## config.mk

```make
export PLATFORM = sky130hd
export DESIGN_NAME = pulse_stretcher_flat
export DESIGN_NICKNAME = d
export VERILOG_FILES = /design/src/rtl/pulse_stretcher_pkg.sv /design/src/rtl/pulse_stretcher_if.sv /design/src/rtl/pulse_stretcher_stretch_timer.sv /design/src/rtl/pulse_stretcher.sv /design/src/flat_wrapper.sv
export SDC_FILE = /design/constraint.sdc
export NUM_CORES = 1
export LEC_CHECK = 0
export BUFFER_PORTS_ARGS = -buffer_cell sky130_fd_sc_hd__buf_2
export CAP_MARGIN = 20
export CORE_MARGIN = 2
export CORE_UTILIZATION = 43
export CTS_CLUSTER_SIZE = 24
export DETAILED_ROUTE_END_ITERATION = 10
export MAX_ROUTING_LAYER = met4
export PLACE_DENSITY = 0.67
export REMOVE_ABC_BUFFERS = 1
export SETUP_SLACK_MARGIN = 0.05
export SKIP_LAST_GASP = 1
export SLEW_MARGIN = 0
export SYNTH_ARGS = -nofsm -noshare
export SYNTH_HDL_FRONTEND = slang
export SYNTH_SLANG_ARGS = --single-unit
```

## constraint.sdc

```tcl
create_clock -name clk -period 1.8 [get_ports clk]
set_input_delay 0.18 -clock clk [delete_from_list [all_inputs] [get_ports clk]]
set_output_delay 0.18 -clock clk [all_outputs]
set_load 0.05 [all_outputs]
```

## src/rtl/pulse_stretcher_pkg.sv

```systemverilog
// Shared definitions for the pulse stretcher: FSM state encoding and default durations.
package pulse_stretcher_pkg;

    typedef logic [1:0] state_t;

    localparam state_t StIdle = 2'b00;
    localparam state_t StOn   = 2'b01;
    localparam state_t StGap  = 2'b10;

    localparam int unsigned DefaultOnCycles  = 100;
    localparam int unsigned DefaultGapCycles = 50;
    localparam int unsigned DefaultTimerBits = 7;
    localparam int unsigned DefaultPendBits  = 3;

endpackage

```

## src/rtl/pulse_stretcher_if.sv

```systemverilog
// Event-in / stretched-level-out signal bundle of the pulse stretcher.
interface pulse_stretcher_if
    import pulse_stretcher_pkg::*;
#(
    parameter int unsigned PEND_BITS = DefaultPendBits
);
    logic                 input_pulse;
    logic                 output_stretched;
    logic                 busy;
    logic [PEND_BITS-1:0] pending;
    logic                 overflow;

    modport master (
        output input_pulse,
        input  output_stretched,
        input  busy,
        input  pending,
        input  overflow
    );

    modport slave (
        input  input_pulse,
        output output_stretched,
        output busy,
        output pending,
        output overflow
    );
endinterface

```

## src/rtl/pulse_stretcher_stretch_timer.sv

```systemverilog
// Loadable down-counter that stops at zero and flags it; used to time ON and GAP periods.
module stretch_timer #(
    parameter int unsigned WIDTH = 7
) (
    input  logic             clk,
    input  logic             reset_n,
    input  logic             load,
    input  logic [WIDTH-1:0] load_value,
    output logic             zero
);
    logic [WIDTH-1:0] count_q;

    always_ff @(posedge clk or negedge reset_n) begin
        if (!reset_n) begin
            count_q <= '0;
        end else if (load) begin
            count_q <= load_value;
        end else if (count_q != '0) begin
            count_q <= count_q - 1'b1;
        end
    end

    assign zero = (count_q == '0);

endmodule

```

## src/rtl/pulse_stretcher.sv

```systemverilog
// Stretches single-cycle events into fixed-length high levels separated by a forced low gap,
// queueing events that arrive while busy in a saturating pending counter.
module pulse_stretcher
    import pulse_stretcher_pkg::*;
#(
    parameter int unsigned ON_CYCLES  = DefaultOnCycles,
    parameter int unsigned GAP_CYCLES = DefaultGapCycles,
    parameter int unsigned TIMER_BITS = DefaultTimerBits,
    parameter int unsigned PEND_BITS  = DefaultPendBits
) (
    input  logic               clk,
    input  logic               reset_n,
    pulse_stretcher_if.slave   bus
);
    localparam logic [TIMER_BITS-1:0] OnLoad  = TIMER_BITS'(ON_CYCLES - 1);
    localparam logic [TIMER_BITS-1:0] GapLoad = TIMER_BITS'(GAP_CYCLES - 1);
    localparam logic [PEND_BITS-1:0]  PendMax = '1;

    state_t                state_q, state_d;
    logic [PEND_BITS-1:0]  pending_q, pending_d;
    logic                  out_q, busy_q, ovf_q, ovf_d;
    logic                  timer_load, timer_zero;
    logic [TIMER_BITS-1:0] timer_value;
    logic                  pulse, pend_full;

    assign pulse     = bus.input_pulse;
    assign pend_full = (pending_q == PendMax);

    stretch_timer #(
        .WIDTH (TIMER_BITS)
    ) u_timer (
        .clk        (clk),
        .reset_n    (reset_n),
        .load       (timer_load),
        .load_value (timer_value),
        .zero       (timer_zero)
    );

    always_comb begin
        state_d     = state_q;
        pending_d   = pending_q;
        ovf_d       = 1'b0;
        timer_load  = 1'b0;
        timer_value = OnLoad;
        case (state_q)
            StIdle: begin
                if (pulse) begin
                    state_d    = StOn;
                    timer_load = 1'b1;
                end
            end
            StOn: begin
                if (pulse) begin
                    if (pend_full) ovf_d = 1'b1;
                    else           pending_d = pending_q + 1'b1;
                end
                if (timer_zero) begin
                    state_d     = StGap;
                    timer_load  = 1'b1;
                    timer_value = GapLoad;
                end
            end
            StGap: begin
                if (timer_zero) begin
                    // A pulse on the last gap cycle restarts directly; it replaces the
                    // decrement so the pending count is left untouched.
                    if (pulse || pending_q != '0) begin
                        state_d    = StOn;
                        timer_load = 1'b1;
                        if (!pulse) pending_d = pending_q - 1'b1;
                    end else begin
                        state_d = StIdle;
                    end
                end else if (pulse) begin
                    if (pend_full) ovf_d = 1'b1;
                    else           pending_d = pending_q + 1'b1;
                end
            end
            default: state_d = StIdle;
        endcase
    end

    always_ff @(posedge clk or negedge reset_n) begin
        if (!reset_n) begin
            state_q   <= StIdle;
            pending_q <= '0;
            out_q     <= 1'b0;
            busy_q    <= 1'b0;
            ovf_q     <= 1'b0;
        end else begin
            state_q   <= state_d;
            pending_q <= pending_d;
            out_q     <= (state_d == StOn);
            busy_q    <= (state_d != StIdle);
            ovf_q     <= ovf_d;
        end
    end

    assign bus.output_stretched = out_q;
    assign bus.busy             = busy_q;
    assign bus.pending          = pending_q;
    assign bus.overflow         = ovf_q;

endmodule

```

## src/flat_wrapper.sv

```systemverilog
// flat-port wrapper written by rule: the top's interface ports become plain ports
module pulse_stretcher_flat import pulse_stretcher_pkg::*;
#(
    parameter int unsigned ON_CYCLES  = DefaultOnCycles,
    parameter int unsigned GAP_CYCLES = DefaultGapCycles,
    parameter int unsigned TIMER_BITS = DefaultTimerBits,
    parameter int unsigned PEND_BITS  = DefaultPendBits
)
  (clk, reset_n, bus_input_pulse, bus_output_stretched, bus_busy, bus_pending, bus_overflow);
  pulse_stretcher_if #(.PEND_BITS(PEND_BITS)) bus_i ();
  input  logic clk;
  input  logic reset_n;
  input wire logic [$bits(bus_i.input_pulse)-1:0] bus_input_pulse;
  output wire logic [$bits(bus_i.output_stretched)-1:0] bus_output_stretched;
  output wire logic [$bits(bus_i.busy)-1:0] bus_busy;
  output wire logic [$bits(bus_i.pending)-1:0] bus_pending;
  output wire logic [$bits(bus_i.overflow)-1:0] bus_overflow;
  assign bus_i.input_pulse = bus_input_pulse;
  assign bus_output_stretched = bus_i.output_stretched;
  assign bus_busy = bus_i.busy;
  assign bus_pending = bus_i.pending;
  assign bus_overflow = bus_i.overflow;
  pulse_stretcher #(.ON_CYCLES(ON_CYCLES), .GAP_CYCLES(GAP_CYCLES), .TIMER_BITS(TIMER_BITS), .PEND_BITS(PEND_BITS)) u_core (.clk(clk), .reset_n(reset_n), .bus(bus_i));
endmodule
```

# [After elaboration in Yosys (flattened, before gate mapping)]
# Index checks and enable logic that the tools add are counted.
[totals] regBits=15 input_bits=3 elab_cells=48
[op_classes] eq_ne=6 muxes=24 addsub=3 n_reduce_logical=9
[ops] operator="$mux 7" count=4
[ops] operator="$mux 3" count=5
[ops] operator="$mux 1" count=8
[ops] operator="$logic_not 7->1" count=1
[ops] operator="$reduce_bool 7->1" count=1
[ops] operator="$sub 7x1->7 const B" count=1
[ops] operator="$mux 2" count=3
[ops] operator="$ne 3x3->1 const B" count=2
[ops] operator="$pmux 2 s3" count=1
[ops] operator="$pmux 3 s2" count=1
[ops] operator="$reduce_bool 2->1" count=3
[ops] operator="$eq 2x1->1 const B" count=2
[ops] operator="$add 3x1->3 const B" count=1
[ops] operator="$eq 3x3->1 const B" count=1
[ops] operator="$pmux 1 s3" count=1
[ops] operator="$reduce_and 3->1" count=1
[ops] operator="$reduce_bool 3->1" count=1
[ops] operator="$sub 3x1->3 const B" count=1
[ops] operator="$eq 2x2->1 const B" count=1
[ops] operator="$logic_not 2->1" count=1
[ops] operator="$pmux 1 s2" count=1
[ops] operator="$logic_or 1x1->1" count=1

# [Longest topological paths before layout]
# Gate-level depths: netlist (run 1).
[depth] word_depth=6 mapped_depth=7 mapped_depth_nobuf=6

# [Cells and area by module]
# From an unflattened synthesis (run 1), not the netlist that was laid out.
[unflattened] cells_unflattened=103 hier_area_um2=1004.7
[by_module_without_submodules] module="pulse_stretcher" area_per_inst_um2=570.5 seq_area_each_um2=200.2 n_inst=1 cells_per_inst=60
[by_module_without_submodules] module="stretch_timer" area_per_inst_um2=434.2 seq_area_each_um2=175.2 n_inst=1 cells_per_inst=43

# [Least setup slack after synthesis (run 1)]
# OpenSTA, ideal clock, no wires.
[synth_timing] path_kind="register to register" from="register u_core.pending_q[0], in the netlist u_core.bus.pending[0]" to="register u_core.pending_q[1], in the netlist u_core.bus.pending[1]" path_stages_with_launch=6 setup_slack_ns=-0.164 setup_time_ns=0.080 path_buffers=0 arrival_time_ns=1.884 cell_sequence="dfrtp_1 -> inv_1 -> ha_1 -> or4bb_1 -> mux2i_1 -> a2bb2oi_1"
[synth_between] elab_chain_len=5 elab_cells_between_ends=13 cone_classes="add/sub (2); eq/ne (2); mux (6); reduce/logical (3)"
[synth_lines] element="start: declaration" line_no="pulse_stretcher.sv:20" rtl="logic [PEND_BITS-1:0] pending_q, pending_d;"
[synth_lines] element="start signal: assignment" line_no="pulse_stretcher.sv:92" rtl="pending_q <= pending_d;"
[synth_lines] element="$add 3x1->3, or another cell as far along" line_no="pulse_stretcher.sv:55, pulse_stretcher.sv:76"
[synth_lines] element="$mux 3, on equally long branches" line_no="pulse_stretcher.sv:54, pulse_stretcher.sv:75, pulse_stretcher.sv:70"
[synth_lines] element="$mux 3, on equally long branches" line_no="pulse_stretcher.sv:74, pulse_stretcher.sv:67"
[synth_lines] element="$mux 3" line_no="pulse_stretcher.sv:64" rtl="if (timer_zero) begin"
[synth_lines] element="$pmux 3 s2" line_no="pulse_stretcher.sv:45" rtl="case (state_q)"
# Several ways; a longest one is shown, not always the timed one. The select of a mux whose other input is x is not followed.
# A chain may end at the register's enable or synchronous reset.

# [Final worst setup path (run 1)]
[layout_timing] from="register u_core.pending_q[0], in the netlist u_core.bus.pending[0]" to="register u_core.u_timer.count_q[0]"
[layout_between] elab_chain_len=6 elab_cells_between_ends=7 cone_classes="mux (4); reduce/logical (3)"
[layout_lines] element="$reduce_bool 3->1 (*)" line_no="pulse_stretcher.sv:67" rtl="if (pulse || pending_q != '0) begin"
[layout_lines] element="$logic_or 1x1->1 (*)" line_no="pulse_stretcher.sv:67"
[layout_lines] element="$mux 1 (*)" line_no="pulse_stretcher.sv:67"
[layout_lines] element="$mux 1 (*)" line_no="pulse_stretcher.sv:64"
[layout_lines] element="$pmux 1 s3 (*)" line_no="pulse_stretcher.sv:45"
[layout_lines] element="$mux 7 / $reduce_bool 2->1 (equally long branches)"
[layout_lines] element="end signal: assignment" line_no="pulse_stretcher_stretch_timer.sv:17" rtl="count_q <= load_value;"
[layout_lines] element="end signal: assignment" line_no="pulse_stretcher_stretch_timer.sv:19" rtl="count_q <= count_q - 1'b1;"
[layout_lines] element="end: declaration" line_no="pulse_stretcher_stretch_timer.sv:11" rtl="logic [WIDTH-1:0] count_q;"
# Every way passes the cells marked *; elsewhere a longest branch is shown, timed or not.

==> results of run 1 <==
==> stage by stage <==
stage                     setup WS [ns]  instances  power, W
after global placement            0.114        140   0.00163
final                            0.0410        148   0.00198
after detailed placement         0.0581        140   0.00165
after CTS                        0.0808        146   0.00186
after floorplan                  -0.164        100   0.00140
after global routing            -0.0646        148   0.00215
==> layer usage <==
metal / share of wire (%) / up-vias / global-route usage (%)
li1: - / 408 / -
met3: 5.0 / 4 / 5.08
met5: 0 / - / -
met4: 1.0 / 0 / 2.56
met2: 47 / 21 / 26.7
met1: 47 / 387 / 22.2
==> path summary, 6_finish.rpt <==
path | startpoint | end | slack (ns) | cells after the start
worst max-delay path | u_core.bus.pending[0] | u_core.u_timer.count_q[0] | 0.04 | 7
worst min-delay path | bus_input_pulse | u_core.bus.overflow | 0.25 | 3
worst max register to register | u_core.bus.pending[0] | u_core.u_timer.count_q[0] | 0.04 | 7
worst min register to register | u_core.u_timer.count_q[6] | u_core.u_timer.count_q[6] | 0.54 | 2
max in group asynchronous | reset_n | u_core.state_q[1] | 1.19 | 2
min in group asynchronous | reset_n | u_core.u_timer.count_q[3] | 0.32 | 2
==> registers in the layout, summed over array words and instances (netlist names) <==
register / count
u_core.state_q: 2
u_core.bus.pending: 3
u_core.bus.overflow: 1
u_core.u_timer.count_q: 7
u_core.bus.busy: 1
u_core.bus.output_stretched: 1
==> cell type report <==
type | instances | area [µm²]
multi-input combinational | 79 | 666
tap | 28 | 35.0
timing repair buffer | 16 | 103
fill | 211 | 1020
clock buffer | 4 | 26.3
sequential | 15 | 378
inverter | 6 | 22.5
==> power by group <==
part	leakage [nW]	internal (W)	switching, W
combinational	0.337	0.000483	0.000701
clock	0.0150	0.0000861	0.000100
sequential	0.174	0.000478	0.000134
total	0.526	0.00105	0.000935
==> placed cells by master, fill, tap and decap left out, types with 2 or more instances in the layout <==
cell type and instances:
a21oi_1 7, a2bb2oi_2 2, buf_2 8, buf_4 7, clkbuf_4 3, dfrtp_1 13, dfrtp_2 2, ha_1 7
inv_1 5, mux2i_1 4, nand2_1 11, nand2b_1 2, nand3b_1 5, nand4_1 2, nor2_1 5, nor2b_1 2
nor3_1 3, o21a_1 2, xnor2_1 2
==> what timing repair did <==
item	in CTS	in global routing
setup buffers	1	2
resized for setup	0	11
endpoints found under the setup margin	1	7
hold buffers	1	0
pin swaps	0	2
endpoints found under the hold margin	15	0
gates cloned	0	0
==> worst max-delay path, stage by stage, from the launching register on <==
cell,delay [ns]
dfrtp_1,0.40
inv_1,0.17
ha_4,0.16
nand2b_1,0.11
o21ai_0,0.38
buf_4,0.21
a221o_1,0.17
nand2_1,0.06
==> cells by family (layout without fill, tap and decap cells) <==
family	count (synthesis)	after routing
and+or+nand+nor	40	40
buffers and inverters	9	26
adders and majority gates	9	9
DFF	15	15
xor gates and xnor gates	3	3
AOI/OAI and AO/OA	21	21
muxes	6	6
==> flow_summary.yaml, run 1 <==
min_path:
  holdCritPathClass: "input pin to flip-flop"
yosys:
  synthAdderAreaFrac_pct: 10.9
  ranking_of_synthesized_cells_by_instance_count: "dfrtp_1, nand2_1, ha_1"
  synth_warnings: 0
  synth_top_cell_area_share_pct: 36.2
  synthArstFlopShare_pct: 100
  synth_compound_gate_area_share_pct: 15.6
  register_area_share_after_synthesis_pct: 36.2
  number_of_enable_type_register_cells_in_the_synthesized_netlist: 0
  post_synth_inst_count: 103
  synthXorXnorAreaFrac_pct: 2.53
  unique_masters_post_synth: 40
  synth.ff_latch_count: 15
  netlist_area_um2: 1040
  synth_top_family_by_area: "simple AND/OR/NAND/NOR gates"
  muxShareOfSynthArea_pct: 5.91
  synth_largest_area_cell: "dfrtp_1"
  ys_top_cells_by_area: "dfrtp_1, ha_1, mux2i_1"
  postSynthAreaPerCell_um2: 10.1
  synthMostInstantiatedCell: "dfrtp_1"
  synthFlopType: "dfrtp_1"
  synthSimpleGateAreaFrac_pct: 24.0
place:
  finalWeightedCongestion: 0.838
  count_of_input_and_output_buffers: 8
  placement.cell_area_um2: 1110
  dp_wirelength_um: 1470
pwr:
  leakagePower_nw: 0.526
  max-vdd-ir-drop_uv: 987
  power_density_of_the_placed_cells_nw_per_um2: 1610
sta:
  tightest_slew_ns: 0.408
  grt_setup_unrepaired: "yes"
  final.period_utilization_pct: 97.7
  timing.final.setup_violations: 0
  tmin_final_ns: 1.76
  final_hold_vio_count: 0
  upper_clock_frequency_limit_mhz: 569
  finClkSkew_ns: 0.0101
  max_slew_margin_pct: 72.5
  final-max-slew-violation-count: 0
  totalNegativeSetupSlack_ns: 0
  fin_worst_hold_slack_ns: 0.246
clock_tree:
  clockRootBuffer: "clkbuf_4"
  clock_path_buffers: 2
  insertion_delay_ns: 0.28
  numCtsBuffers: 3
  cts.sinks: 15
  htreeDepth: 1
  path_clk_slew_ns: 0.09
  tritoncts: "yes"
floorplan:
  core-area_um2: 2250
  core.rowCount: 17
  dieWidth_um: 53.1
  dieHeight_um: 53.1
  die_area_um2: 2820
  initial_utilization_pct: 46.0
  ioPinCount: 9
route:
  route.detailed.vias_per_inst: 5.54
  vias: 820
  final_routed_wire_length_divided_by_cell_count_um: 14.3
  detail_route.first_pass.iterations: 4
  drt_drc_violations_left: 0
  postRouteAntennaNets: 0
  drt_first_iter_violations: 19
  routed_wl_um: 2120
global_route:
  grt_max_degree: 16
  first_global_vias: 769
  globalRouteOverflowTotal: 0
  number_of_antenna_violations_at_the_first_check_in_global_routing: 0
  grt.total_usage_pct: 17.0
  wire_length_of_the_first_global_routing_pass_um: 3350
run_status:
  run_status: "completed"
flow_run:
  max_cap_viol_count: 0
layout:
  layout-drive-gt1-share_pct: 30.0
  final_cell_area_um2: 1230
  antenna_cells_inserted: 0
  final_util_pct: 54.6
  area_growth_syn_to_layout_pct: 18.6
  final_net_count: 133
critical_path:
  worstPathRequired_ns: 1.98
  crit_path_max_fanout: 5
  setup.worst_path.end_class: "flip-flop"
  worst_ep_arrival_time_ns: 1.94
  worstSetupStartpointType: "flip-flop"
  worstSetupPathType: "flip-flop to flip-flop"
Note: power is estimated with default switching activity, not from simulation.
==> run 2, diff against run 1 <==
--- a/config.mk
+++ b/config.mk
@@ -13,6 +13,7 @@
 export DETAILED_ROUTE_END_ITERATION = 10
 export MAX_ROUTING_LAYER = met4
 export PLACE_DENSITY = 0.67
+export RECOVER_POWER = 25
 export REMOVE_ABC_BUFFERS = 1
 export SETUP_SLACK_MARGIN = 0.05
 export SKIP_LAST_GASP = 1
==> flow_summary.yaml, run 2 (same netlist as run 1, synthesis figures left out) <==
critical_path:
  worstSetupStartpointType: "flip-flop"
  worst_ep_arrival_time_ns: 1.94
  crit_path_max_fanout: 5
  worstSetupPathType: "flip-flop to flip-flop"
  setup.worst_path.end_class: "flip-flop"
  worstPathRequired_ns: 1.98
  rr_worst_depth: 7
sta:
  final.period_utilization_pct: 97.7
  upper_clock_frequency_limit_mhz: 569
  fin_worst_hold_slack_ns: 0.246
  grt_setup_unrepaired: "yes"
  timing.final.setup_violations: 0
  max_slew_margin_pct: 44.0
  fin_ws_ns: 0.0410
  tightest_slew_ns: 0.841
  finClkSkew_ns: 0.0101
  tmin_final_ns: 1.76
  final-max-slew-violation-count: 0
  final_hold_vio_count: 0
place:
  dp_wirelength_um: 1470
  count_of_input_and_output_buffers: 8
  finalWeightedCongestion: 0.838
  detailedPlace.worstSlack_ns: 0.0581
layout:
  most_common_cell_after_layout_fill_and_taps_aside: "dfrtp_1"
  antenna_cells_inserted: 0
  largest_register_ff_count: 7
  largest-register: "u_core.u_timer.count_q"
  area_growth_syn_to_layout_pct: 18.5
  commonest_non_fill_non_tap_cells_in_the_layout: "dfrtp_1, nand2_1"
  layout-drive-gt1-share_pct: 29.2
  final_net_count: 133
floorplan:
  core.rowCount: 17
  core-area_um2: 2250
  ioPinCount: 9
  dieWidth_um: 53.1
  dieHeight_um: 53.1
  initial_utilization_pct: 46.0
  die_area_um2: 2820
global_route:
  wire_length_of_the_first_global_routing_pass_um: 3350
  first_global_vias: 769
  grt.total_usage_pct: 17.0
  globalRouteOverflowTotal: 0
  grt_max_degree: 16
  number_of_antenna_violations_at_the_first_check_in_global_routing: 0
run_status:
  run_status: "completed"
clock_tree:
  numCtsBuffers: 3
  tritoncts: "yes"
  htreeDepth: 1
  insertion_delay_ns: 0.28
  clock_path_buffers: 2
  path_clk_slew_ns: 0.09
  cts.sinks: 15
  clockRootBuffer: "clkbuf_4"
flow_run:
  max_cap_viol_count: 0
route:
  drt_first_iter_violations: 19
  routed_wl_um: 2120
  route.detailed.vias_per_inst: 5.54
  postRouteAntennaNets: 0
  detail_route.first_pass.iterations: 4
  drt_drc_violations_left: 0
  vias: 820
  final_routed_wire_length_divided_by_cell_count_um: 14.3
pwr:
  power_density_of_the_placed_cells_nw_per_um2: 1610
  leakagePower_nw: 0.523
  max-vdd-ir-drop_uv: 987
min_path:
  holdPathStages: 3
  holdCritPathClass: "input pin to flip-flop"
[run 2: worst paths after layout]
| path | end | startpoint | slack [ns] |
|---|---|---|---|
| max | u_core.u_timer.count_q[0] | u_core.bus.pending[0] | 0.04 |
| min | u_core.bus.overflow | bus_input_pulse | 0.25 |
| max reg2reg | u_core.u_timer.count_q[0] | u_core.bus.pending[0] | 0.04 |
| min reg2reg | u_core.u_timer.count_q[6] | u_core.u_timer.count_q[6] | 0.54 |
| max in group asynchronous | u_core.state_q[1] | reset_n | 0.71 |
| min in group asynchronous | u_core.u_timer.count_q[3] | reset_n | 0.50 |
[run 2: what timing repair did]
item / 4_1_cts / 5_1_grt
setup buffers: 1 / 2
pin swaps: 0 / 2
endpoints found under the setup margin: 1 / 7
hold buffers: 1 / 0
gates resized for setup: 0 / 11
hold endpoints to repair: 15 / 0
[run 2: report_power, final]
| group | internal, W | switching [W] |
|---|---|---|
| logic | 0.000483 | 0.000701 |
| clock network | 0.0000861 | 0.000100 |
| registers | 0.000478 | 0.000134 |
| total | 0.00105 | 0.000935 |
[run 2: routing by layer]
layer,GRT usage [%],wire length [µm]
met1,22.2,1000
met2,26.7,987
met3,5.08,106
met4,2.56,22
met5,-,0
[run 2: worst max-delay path, cell delays in order (launching register included)]
cell and delay (ns):
dfrtp_1 0.40, inv_1 0.17, ha_4 0.16, nand2b_1 0.11, o21ai_0 0.38, buf_4 0.21
a221o_1 0.17, nand2_1 0.06
[run 2: per-stage QoR]
step / setup TNS (ns) / std cells / cell area, µm² / utilization [%] / power [W]
floorplan: -0.467 / 100 / 1010 / - / 0.00140
detailed placement: 0 / 140 / 1110 / 49.4 / 0.00165
CTS: 0 / 146 / 1160 / 51.3 / 0.00186
finish: 0 / 148 / 1230 / 54.5 / 0.00198
global route: -0.210 / 148 / 1230 / 54.5 / 0.00215
global placement: 0 / 140 / 1110 / 49.4 / 0.00163
[run 2: cell type report]
| cell class | instances | area [µm²] |
|---|---|---|
| timing repair buffer | 16 | 101 |
| multi-input combinational | 79 | 666 |
| inverter | 6 | 22.5 |
| fill | 211 | 1030 |
| tap | 28 | 35.0 |
| sequential | 15 | 378 |
| clock buffer | 4 | 26.3 |
